`config.mk`:
```
export PLATFORM = sky130hd
export DESIGN_NAME = io_slave_responder
export DESIGN_NICKNAME = d
export VERILOG_FILES = /design/src/rtl/io_bus_pkg.sv /design/src/rtl/io_slave_resp_fifo.sv /design/src/rtl/io_slave_responder.sv
export SDC_FILE = /design/constraint.sdc
export NUM_CORES = 1
export LEC_CHECK = 0
export BUFFER_PORTS_ARGS = -buffer_cell sky130_fd_sc_hd__buf_2
export CORE_MARGIN = 3
export CORE_UTILIZATION = 30
export CTS_BUF_LIST = sky130_fd_sc_hd__clkbuf_4 sky130_fd_sc_hd__clkbuf_8
export DETAILED_ROUTE_END_ITERATION = 16
export HOLD_SLACK_MARGIN = 0.02
export PLACE_DENSITY = 0.59
export SETUP_SLACK_MARGIN = 0.3
export SKIP_CTS_REPAIR_TIMING = 1
export SYNTH_ARGS = -nofsm -noshare
export SYNTH_HDL_FRONTEND = slang
export SYNTH_SLANG_ARGS = --single-unit
```
`constraint.sdc`:
```
create_clock -name iCLOCK -period 2.6 [get_ports iCLOCK]
set_clock_uncertainty 0.15 [all_clocks]
set_input_delay 0.39 -clock iCLOCK [delete_from_list [all_inputs] [get_ports iCLOCK]]
set_output_delay 0.39 -clock iCLOCK [all_outputs]
set_load 0.02 [all_outputs]
```
`src/rtl/io_bus_pkg.sv`:
```
// Shared definitions for the PIC-to-device IO link: register map, transfer direction,
// IRQ handshake states and the unmapped-read marker (used when IO_SLAVE_RESPONDER_ERRIRQ_EN is set).
package io_bus_pkg;

    localparam logic [31:0] REG_ID           = 32'h0000_0000;
    localparam logic [31:0] REG_SIZE         = 32'h0000_0004;
    localparam logic [31:0] REG_PEND         = 32'h0000_0008;
    localparam logic [31:0] REG_MASK         = 32'h0000_000C;
    localparam logic [31:0] REG_SCRATCH_BASE = 32'h0000_0010;
    localparam logic [31:0] REG_SCRATCH_LAST = 32'h0000_001C;

    localparam logic IO_RW_READ  = 1'b0;
    localparam logic IO_RW_WRITE = 1'b1;

    localparam logic [31:0] IO_UNMAPPED_DATA = 32'hDEAD_BEEF;

    typedef enum logic [1:0] {
        IRQ_IDLE   = 2'd0,
        IRQ_ASSERT = 2'd1,
        IRQ_GAP    = 2'd2
    } irq_state_e;

    function automatic logic is_scratch(input logic [31:0] addr);
        return (addr >= REG_SCRATCH_BASE) && (addr <= REG_SCRATCH_LAST);
    endfunction

endpackage

```
`src/rtl/io_slave_resp_fifo.sv`:
```
// Synchronous show-ahead FIFO for read responses; head_data is the oldest entry (0 when empty).
module io_slave_resp_fifo #(
    parameter int WIDTH = 32,
    parameter int DEPTH = 4
) (
    input  logic                   iCLOCK,
    input  logic                   iRESET_SYNC,
    input  logic                   push,
    input  logic [WIDTH-1:0]       push_data,
    input  logic                   pop,
    output logic [WIDTH-1:0]       head_data,
    output logic                   full,
    output logic                   empty,
    output logic [$clog2(DEPTH):0] count
);

    localparam int AW = $clog2(DEPTH);

    logic [WIDTH-1:0] mem [DEPTH];
    logic [AW-1:0]    wr_ptr;
    logic [AW-1:0]    rd_ptr;
    logic             do_push;
    logic             do_pop;

    assign full      = (count == (AW+1)'(DEPTH));
    assign empty     = (count == '0);
    assign do_pop    = pop && !empty;
    // A push while full is legal only when the head leaves in the same cycle.
    assign do_push   = push && (!full || do_pop);
    assign head_data = empty ? '0 : mem[rd_ptr];

    // NOTE: storage has no reset; only the pointers and count define which entries are valid.
    always_ff @(posedge iCLOCK) begin
        if (do_push) begin
            mem[wr_ptr] <= push_data;
        end
    end

    // NOTE: all state below uses non-blocking assignments so every register samples pre-edge values.
    always_ff @(posedge iCLOCK) begin
        if (iRESET_SYNC) begin
            wr_ptr <= '0;
            rd_ptr <= '0;
            count  <= '0;
        end else begin
            if (do_push) begin
                wr_ptr <= wr_ptr + AW'(1);
            end
            if (do_pop) begin
                rd_ptr <= rd_ptr + AW'(1);
            end
            case ({do_push, do_pop})
                2'b10:   count <= count + (AW+1)'(1);
                2'b01:   count <= count - (AW+1)'(1);
                default: count <= count;
            endcase
        end
    end

endmodule

```
`src/rtl/io_slave_responder.sv`:
```
// Device-side IO link endpoint: register file, read-response FIFO and IRQ_REQ/NUM/ACK handshake.
// Define IO_SLAVE_RESPONDER_ERRIRQ_EN to flag unmapped accesses through sticky PEND[31] (ERR).
module io_slave_responder
    import io_bus_pkg::*;
#(
    parameter logic [31:0] P_DEV_ID      = 32'h4D49_0001,
    parameter logic [31:0] P_SIZE        = 32'h0000_1000,
    parameter int          P_IRQ_LINES   = 8,
    parameter int          P_FIFO_DEPTH  = 4,
    parameter logic [5:0]  P_ERR_IRQ_NUM = 6'd31
) (
    input  logic                   iCLOCK,
    input  logic                   iRESET_SYNC,
    input  logic                   iIO_REQ,
    output logic                   oIO_BUSY,
    input  logic                   iIO_RW,
    input  logic [31:0]            iIO_ADDR,
    input  logic [31:0]            iIO_DATA,
    output logic                   oIO_REQ,
    input  logic                   iIO_BUSY,
    output logic [31:0]            oIO_DATA,
    input  logic [P_IRQ_LINES-1:0] iEVENT,
    output logic                   oIRQ_REQ,
    output logic [5:0]             oIRQ_NUM,
    input  logic                   iIRQ_ACK
);

`ifdef IO_SLAVE_RESPONDER_ERRIRQ_EN
    localparam logic ERR_EN = 1'b1;
`else
    localparam logic ERR_EN = 1'b0;
`endif

    logic [31:0]                  addr_w;
    logic                         accept, rd_acc, wr_acc, w1c;
    logic                         mapped;
    logic [31:0]                  rd_data, pend_word, mask_word;
    logic                         fifo_full, fifo_empty;
    logic [$clog2(P_FIFO_DEPTH):0] unused_fifo_count;
    logic                         unused_addr_lsb;

    logic [P_IRQ_LINES-1:0]       ev_q, ev_rise;
    logic [P_IRQ_LINES-1:0]       pend_q, pend_clr, mask_q, irq_active;
    logic                         err_q, err_set, err_clr;
    logic [31:0]                  scratch_q [4];

    irq_state_e                   state_q, state_d;
    logic [5:0]                   irq_num_q, irq_num_d, low_idx;
    logic                         irq_ack;

    assign addr_w          = {iIO_ADDR[31:2], 2'b00};
    assign unused_addr_lsb = ^iIO_ADDR[1:0];
    assign accept          = iIO_REQ && !fifo_full;
    assign rd_acc          = accept && (iIO_RW == IO_RW_READ);
    assign wr_acc          = accept && (iIO_RW == IO_RW_WRITE);
    assign w1c             = wr_acc && (addr_w == REG_PEND);
    assign ev_rise         = iEVENT & ~ev_q;
    assign irq_active      = pend_q & mask_q;
    assign irq_ack         = (state_q == IRQ_ASSERT) && iIRQ_ACK;

    always_comb begin
        pend_word = '0;
        mask_word = '0;
        pend_word[P_IRQ_LINES-1:0] = pend_q;
        pend_word[31]              = err_q;
        mask_word[P_IRQ_LINES-1:0] = mask_q;
    end

    // NOTE: every always_comb output gets a default first, so no path can infer a latch.
    always_comb begin
        rd_data = '0;
        mapped  = 1'b1;
        if (addr_w == REG_ID) begin
            rd_data = P_DEV_ID;
        end else if (addr_w == REG_SIZE) begin
            rd_data = P_SIZE;
        end else if (addr_w == REG_PEND) begin
            rd_data = pend_word;
        end else if (addr_w == REG_MASK) begin
            rd_data = mask_word;
        end else if (is_scratch(addr_w)) begin
            rd_data = scratch_q[addr_w[3:2]];
        end else begin
            mapped  = 1'b0;
            rd_data = ERR_EN ? IO_UNMAPPED_DATA : '0;
        end
    end

    always_comb begin
        pend_clr = '0;
        if (w1c) begin
            pend_clr = iIO_DATA[P_IRQ_LINES-1:0];
        end
        for (int i = 0; i < P_IRQ_LINES; i++) begin
            if (irq_ack && (irq_num_q == 6'(i))) begin
                pend_clr[i] = 1'b1;
            end
        end
    end

    assign err_set = ERR_EN && accept && !mapped;
    assign err_clr = (ERR_EN && w1c && iIO_DATA[31]) || (irq_ack && (irq_num_q == P_ERR_IRQ_NUM));

    // A new rising edge outranks a same-cycle clear, hence set is OR-ed in last.
    always_ff @(posedge iCLOCK) begin
        if (iRESET_SYNC) begin
            ev_q      <= '0;
            pend_q    <= '0;
            err_q     <= 1'b0;
            mask_q    <= '0;
            scratch_q <= '{default: '0};
        end else begin
            ev_q   <= iEVENT;
            pend_q <= (pend_q & ~pend_clr) | ev_rise;
            err_q  <= err_set | (err_q & ~err_clr);
            if (wr_acc && (addr_w == REG_MASK)) begin
                mask_q <= iIO_DATA[P_IRQ_LINES-1:0];
            end
            if (wr_acc && is_scratch(addr_w)) begin
                scratch_q[addr_w[3:2]] <= iIO_DATA;
            end
        end
    end

    always_comb begin
        low_idx = '0;
        for (int i = P_IRQ_LINES - 1; i >= 0; i--) begin
            if (irq_active[i]) begin
                low_idx = 6'(i);
            end
        end
    end

    always_ff @(posedge iCLOCK) begin
        if (iRESET_SYNC) begin
            state_q   <= IRQ_IDLE;
            irq_num_q <= '0;
        end else begin
            state_q   <= state_d;
            irq_num_q <= irq_num_d;
        end
    end

    always_comb begin
        state_d   = state_q;
        irq_num_d = irq_num_q;
        oIRQ_REQ  = 1'b0;
        case (state_q)
            IRQ_IDLE: begin
                if (err_q) begin
                    state_d   = IRQ_ASSERT;
                    irq_num_d = P_ERR_IRQ_NUM;
                end else if (|irq_active) begin
                    state_d   = IRQ_ASSERT;
                    irq_num_d = low_idx;
                end
            end
            IRQ_ASSERT: begin
                oIRQ_REQ = 1'b1;
                if (iIRQ_ACK) begin
                    state_d = IRQ_GAP;
                end
            end
            IRQ_GAP:  state_d = IRQ_IDLE;
            default:  state_d = IRQ_IDLE;
        endcase
    end

    assign oIRQ_NUM = irq_num_q;

    io_slave_resp_fifo #(
        .WIDTH (32),
        .DEPTH (P_FIFO_DEPTH)
    ) u_resp_fifo (
        .iCLOCK      (iCLOCK),
        .iRESET_SYNC (iRESET_SYNC),
        .push        (rd_acc),
        .push_data   (rd_data),
        .pop         (!iIO_BUSY),
        .head_data   (oIO_DATA),
        .full        (fifo_full),
        .empty       (fifo_empty),
        .count       (unused_fifo_count)
    );

    assign oIO_BUSY = fifo_full;
    assign oIO_REQ  = !fifo_empty;

endmodule

```
==> results of run 1 <==
[power by group through the flow]
stage | Combinational, uW | Clock (uW) | Sequential [uW]
after floorplan | 1530 | 0 | 5100
after global placement | 2230 | 0 | 5120
after detailed placement | 2260 | 0 | 5120
after CTS | 2260 | 3980 | 5020
after global routing | 2670 | 4170 | 5060
final | 2440 | 3860 | 5050
[sequential cells by signal, indices dropped and copies added (netlist names), named ones only]
| name | flops |
|---|---|
| scratch_q | 128 |
| u_resp_fifo.mem | 128 |
| ev_q | 8 |
| mask_q | 8 |
| pend_q | 8 |
| oIRQ_NUM | 4 |
| u_resp_fifo.count | 3 |
| state_q | 2 |
| u_resp_fifo.rd_ptr | 2 |
| u_resp_fifo.wr_ptr | 2 |
| err_q | 1 |
[synth_stat cells, drive strengths merged, types with 13 or more instances]
library cell and count:
mux2i 81, nor2 25, clkbuf 73, a31o 64, nor3 13, edfxtp 128
nand2 122, inv 18, nor2b 59, buf 20, nor4 75, a21oi 28
mux4 56, dfxtp 168
[routing by layer]
layer | track usage, % | vias up | wire length (um)
met5 | 0 | - | 23
met4 | 3.62 | 4 | 459
met3 | 2.33 | 42 | 1420
met2 | 22.6 | 204 | 15700
met1 | 19.3 | 4481 | 15100
li1 | - | 4258 | -
[cell type report]
class | count | area share (%)
Clock buffer | 71 | 5.50
Inverter | 19 | 0.489
Sequential cell | 296 | 46.2
Timing Repair Buffer | 187 | 9.15
Clock inverter | 11 | 0.401
Multi-Input combinational cell | 644 | 33.9
Tap cell | 539 | 4.32
[worst max-delay path: stages (launching register included)]
cell and delay, ps:
dfxtp_4 420, clkbuf_16 190, mux4_2 530, nor2b_1 150, buf_2 160
[cells by family (layout without fill, tap and decap cells)]
family | after synthesis | count (layout) | share of synthesized area, %
and+or+nand+nor | 345 | 345 | 14.5
DFF | 296 | 296 | 55.8
AOI/OAI and AO/OA | 150 | 150 | 9.06
muxes | 137 | 137 | 16.0
buffers and inverters | 112 | 288 | 3.65
adders and majority gates | 6 | 6 | 0.639
xor gates and xnor gates | 5 | 5 | 0.339
other | 1 | 1 | 0.0290
[worst max path at each step]
stage / slack [ps] / to
finish: 50 / oIO_DATA[6]
global route: -30 / oIO_DATA[6]
CTS: -80 / oIO_DATA[15]
detailed placement: 20 / u_resp_fifo.mem[0][1]
global placement: 60 / u_resp_fifo.mem[0][1]
floorplan: 320 / u_resp_fifo.mem[0][7]
[through the flow]
step / area [sq um] / total power, uW / setup TNS (ps)
final: 15600 / 11400 / 0
after floorplan: 12900 / 6630 / 0
after global placement: 14400 / 7350 / 0
after detailed placement: 14400 / 7380 / 0
after CTS: 15300 / 11300 / -1260
after global routing: 15600 / 11900 / -254
==> results.txt, run 1 <==
Status = completed
Clk sinks = 296
Vias in the first global route = 8797
Peak VDD IR = 362 uV
Arrival time at the worst endpoint = 2010 ps
Initial antenna violation count = 2
Vias per cell = 5.09
Largest net degree at the start of global routing = 50
Min-delay src = iIO_DATA[23]
Crit-path max FO = 8
First-pass GRT wire length = 50.1 mm
Gr usage total = 13.9%
Die area = 45600 sq um
TritonCTS clock tree = yes
Proportion of synthesized chip area in sequential cells = 55.8%
Worst Tran Pin Value = 919 ps
R2r worst-path depth = 10
Place WS = 20.3 ps
Most frequent cells in the layout = 165 x dfxtp_1, 128 x edfxtp_1, 122 x nand2_1
Synth Flop Type = dfxtp_1
H-Tree Level Count = 2
Port-buffer cells = 115
Area of the multi-input gates = 5290 sq um
Synthesized area = 12900 sq um
I/O pin count = 119
Switching Share = 27.9%
Core Rows = 75
Syn_area_per_cell = 12.3 sq um
Starting DRT DRC Count = 474
RSZ-0062 raised after global routing = yes
Final #Nets = 1277
Comb power frac = 21.5%
Hold depth = 3
Final min period = 2550 ps
Required time worst endpoint = 2060 ps
Fin crit share = 97.9%
Internal power = 8190 uW
Worst-case clock buffer depth = 3
Hold endpoint = scratch_q[23]
Final Hold Fails = 0
Async SR Flop Fraction = 0%
Startpoint types = flop
Max Cap Viol = 0
Power Density = 728 nW/um^2
DP Cell Count = 1665
Worst slew margin = 37.9%
Reg clk slew, reported paths = 60 ps
Vias post-DR = 8989
Syn nets = 1136
Core area = 42200 sq um
Area Growth Syn to Fin = 20.7%
Grt total ovfl = 0
LEAKAGE = 0.00567 uW
F_max = 393 MHz
Crit. End Element = primary output
Final ANT Viol Nets = 0
Most common cell after layout, fill and taps aside = dfxtp_1
FF+latch area = 7220 sq um
Worst hold path class = primary input to flop
Worst hold margin = 6.32 ps
Final max-slew violation count = 0
Top cell type's share of synthesized area = 29.7%
Die Wd = 214 um
Total wire length = 32.7 mm
Non-Filler Instances = 1767
Post-synth EDFFs = 128
Sw power = 3160 uW
Final core area utilization = 37.0%
Drt wl/cell = 18.5 um
Synth area leaders = edfxtp_1 30%, dfxtp_1 26%, mux4_2 9.8%
Yosys top cell by area = edfxtp_1
Initial DRT Pass Iterations = 5
Clock network power share = 34.0%
Critical path class = flop to primary output
Share of layout cells above drive strength 1 = 26.9%
Root Buffer Master = clkbuf_8
Final Setup Violations = 0
Synth unique cells = 55
Yosys synthesis warning count = 0
Filler instances = 4107
Diode count = 0
Worst-skew pair later-pin latency = 580 ps
HPWL Detailed = 20.9 mm
R2R Path Start = u_resp_fifo.count[0]
Final Wtd Congestion = 0.779
Reg2Reg Setup Slack = 320 ps
Final worst-path setup slack = 54.7 ps
Drc violations = 0
Synthesis-stage register bit count = 296
Chip Height = 214 um
Cts bufs inserted = 45
Reg power frac = 44.5%
Crit Reg-Reg Endpoint = u_resp_fifo.count[2]
Initial Util = 30.6%
Synth Instances = 1052
No activity file was read; power rests on OpenSTA's default activity.
==> run 2, diff against run 1 <==
--- a/config.mk
+++ b/config.mk
@@ -6,12 +6,14 @@
 export NUM_CORES = 1
 export LEC_CHECK = 0
 export BUFFER_PORTS_ARGS = -buffer_cell sky130_fd_sc_hd__buf_2
+export CELL_PAD_IN_SITES_DETAIL_PLACEMENT = 1
+export CELL_PAD_IN_SITES_GLOBAL_PLACEMENT = 2
 export CORE_MARGIN = 3
 export CORE_UTILIZATION = 30
 export CTS_BUF_LIST = sky130_fd_sc_hd__clkbuf_4 sky130_fd_sc_hd__clkbuf_8
 export DETAILED_ROUTE_END_ITERATION = 16
 export HOLD_SLACK_MARGIN = 0.02
-export PLACE_DENSITY = 0.59
+export PLACE_DENSITY = 0.73
 export SETUP_SLACK_MARGIN = 0.3
 export SKIP_CTS_REPAIR_TIMING = 1
 export SYNTH_ARGS = -nofsm -noshare
==> constraint.sdc (replaced) <==
create_clock -name iCLOCK -period 2.55 [get_ports iCLOCK]
set_clock_uncertainty 0.15 [all_clocks]
set_input_delay 0.3825 -clock iCLOCK [delete_from_list [all_inputs] [get_ports iCLOCK]]
set_output_delay 0.3825 -clock iCLOCK [all_outputs]
set_load 0.02 [all_outputs]
==> run 2 against run 1 <==
  * The flow now finishes with violations (hold timing, setup timing)
  * Critical path depth did not move
  * Combinational power rose by 29%
  * Die area did not move
  * Core utilization rose by 1.3 points
  * Power rose by 11%
  * Non-clock buffer count rose by 24
  * Global-route usage rose by 1.3 points
  * Routed wire length rose by 8.6%
  * Design area rose by 3.4%
  * Register-to-register slack got worse by 200 ps
  * Critical path type unchanged
==> results.txt, run 2 (same netlist as run 1, synthesis figures left out) <==
Status = finished, violations left
Failing checks = hold timing, setup timing
Area Growth Syn to Fin = 24.9%
Worst path max stage delay = 490 ps
Crit-path cells = clkbuf_16 -> mux4_2 -> nor2b_2 -> buf_6
Die Wd = 214 um
DP Cell Count = 1667
Worst-case clock buffer depth = 3
Final instance area = 16100 sq um
F_max = 390 MHz
Starting DRT DRC Count = 561
Final Hold Fails = 2
Grt total ovfl = 0
Gr usage total = 15.1%
CP max stage cell = mux4_2
Reg power frac = 41.1%
Worst hold margin = -10.3 ps
Most frequent cells in the layout = 164 x dfxtp_1, 128 x edfxtp_1, 122 x nand2_1
Final Wtd Congestion = 0.761
Sw power = 3550 uW
Root Buffer Master = clkbuf_8
Die area = 45600 sq um
Largest net degree at the start of global routing = 80
Port-buffer cells = 115
CP delay by family, top = multiplexers
Clock network power share = 33.9%
Filler instances = 4518
Hold depth = 3
Core Rows = 75
LEAKAGE = 0.00591 uW
Final Setup Violations = 4
Max Cap Viol = 0
Crit-path max FO = 7
Drc violations = 0
Worst-skew pair later-pin latency = 600 ps
Critical path class = flop to primary output
Final ANT Viol Nets = 0
R2r worst-path depth = 10
Final worst-path setup slack = -12.4 ps
Most common cell after layout, fill and taps aside = dfxtp_1
Cts bufs inserted = 47
Vias post-DR = 9166
Vias per cell = 5.11
Critical Path Stages = 4
Internal power = 9030 uW
Comb power frac = 25.0%
I/O pin count = 119
Switching Share = 28.2%
Fin crit share = 100%
Buffers and inverters on the worst path = 2
Final max-slew violation count = 0
Worst slew margin = 53.1%
First-pass GRT wire length = 54.4 mm
HPWL Detailed = 23.0 mm
Worst hold path class = primary input to flop
Final #Nets = 1303
Reg clk slew, reported paths = 60 ps
Initial Util = 30.6%
Total wire length = 35.5 mm
Largest regs = scratch_q: 128 flops, u_resp_fifo.mem: 128 flops
Required time worst endpoint = 2020 ps
Crit. End Element = primary output
Dpl cell area = 14500 sq um
Chip Height = 214 um
Arrival time at the worst endpoint = 2030 ps
Worst Tran Pin Value = 698 ps
Initial DRT Pass Iterations = 5
Final min period = 2560 ps
Drt wl/cell = 19.8 um
TritonCTS clock tree = yes
Startpoint types = flop
Share of layout cells above drive strength 1 = 28.5%
Power Density = 780 nW/um^2
Initial antenna violation count = 0
Core area = 42200 sq um
Vias in the first global route = 9625
Non-Filler Instances = 1795
Peak VDD IR = 443 uV
Clk sinks = 296
RSZ-0062 raised after global routing = yes
Final setup TNS = -42.5 ps
H-Tree Level Count = 2
run 2: final timing paths:
check	start	endpoint	slack (ps)
max	flop	oIO_DATA[22]	-10
min	iIO_DATA[29]	scratch_q[29]	-10
max reg2reg	u_resp_fifo.count[2]	u_resp_fifo.count[2]	120
min reg2reg	scratch_q[86]	scratch_q[86]	310
run 2: worst min-delay path: stages:
cell	delay (ps)
buf_2	80
nand2_1	90
mux2i_1	130
run 2: routing by layer:
metal  track usage (%)  part of all wire (%)  vias to the layer above
met5                 0                     0                        -
met4              4.19                   1.7                        0
met3              2.41                   3.8                       40
met2              25.4                    49                      190
met1              20.5                    46                     4615
li1                  -                     -                     4321
run 2: stage by stage:
stage	util, %	power (uW)	hold WS, ps	worst slack, ps
after floorplan	-	6760	282	297
after global placement	34.3	7590	291	3.55
after detailed placement	34.3	7620	301	12.1
after CTS	36.6	11900	-148	-216
after global routing	38.2	13200	20.6	-107
final	38.2	12600	-10.3	-12.4
run 2: power by group through the flow:
| stage | registers, uW | clock network, uW | logic [uW] |
|---|---|---|---|
| after floorplan | 5200 | 0 | 1560 |
| after global placement | 5250 | 0 | 2340 |
| after detailed placement | 5260 | 0 | 2360 |
| after CTS | 5160 | 4410 | 2370 |
| after global routing | 5180 | 4620 | 3410 |
| final | 5170 | 4270 | 3140 |
run 2: cell type report:
type | instances | area (sq um) | area share (%)
Sequential cell | 296 | 7220 | 44.7
Multi-Input combinational cell | 644 | 5370 | 33.3
Timing Repair Buffer | 211 | 1790 | 11.1
Clock buffer | 66 | 815 | 5.05
Tap cell | 539 | 674 | 4.18
Clock inverter | 19 | 190 | 1.18
Inverter | 19 | 76.3 | 0.473
Antenna cell | 1 | 2.50 | 0.0155
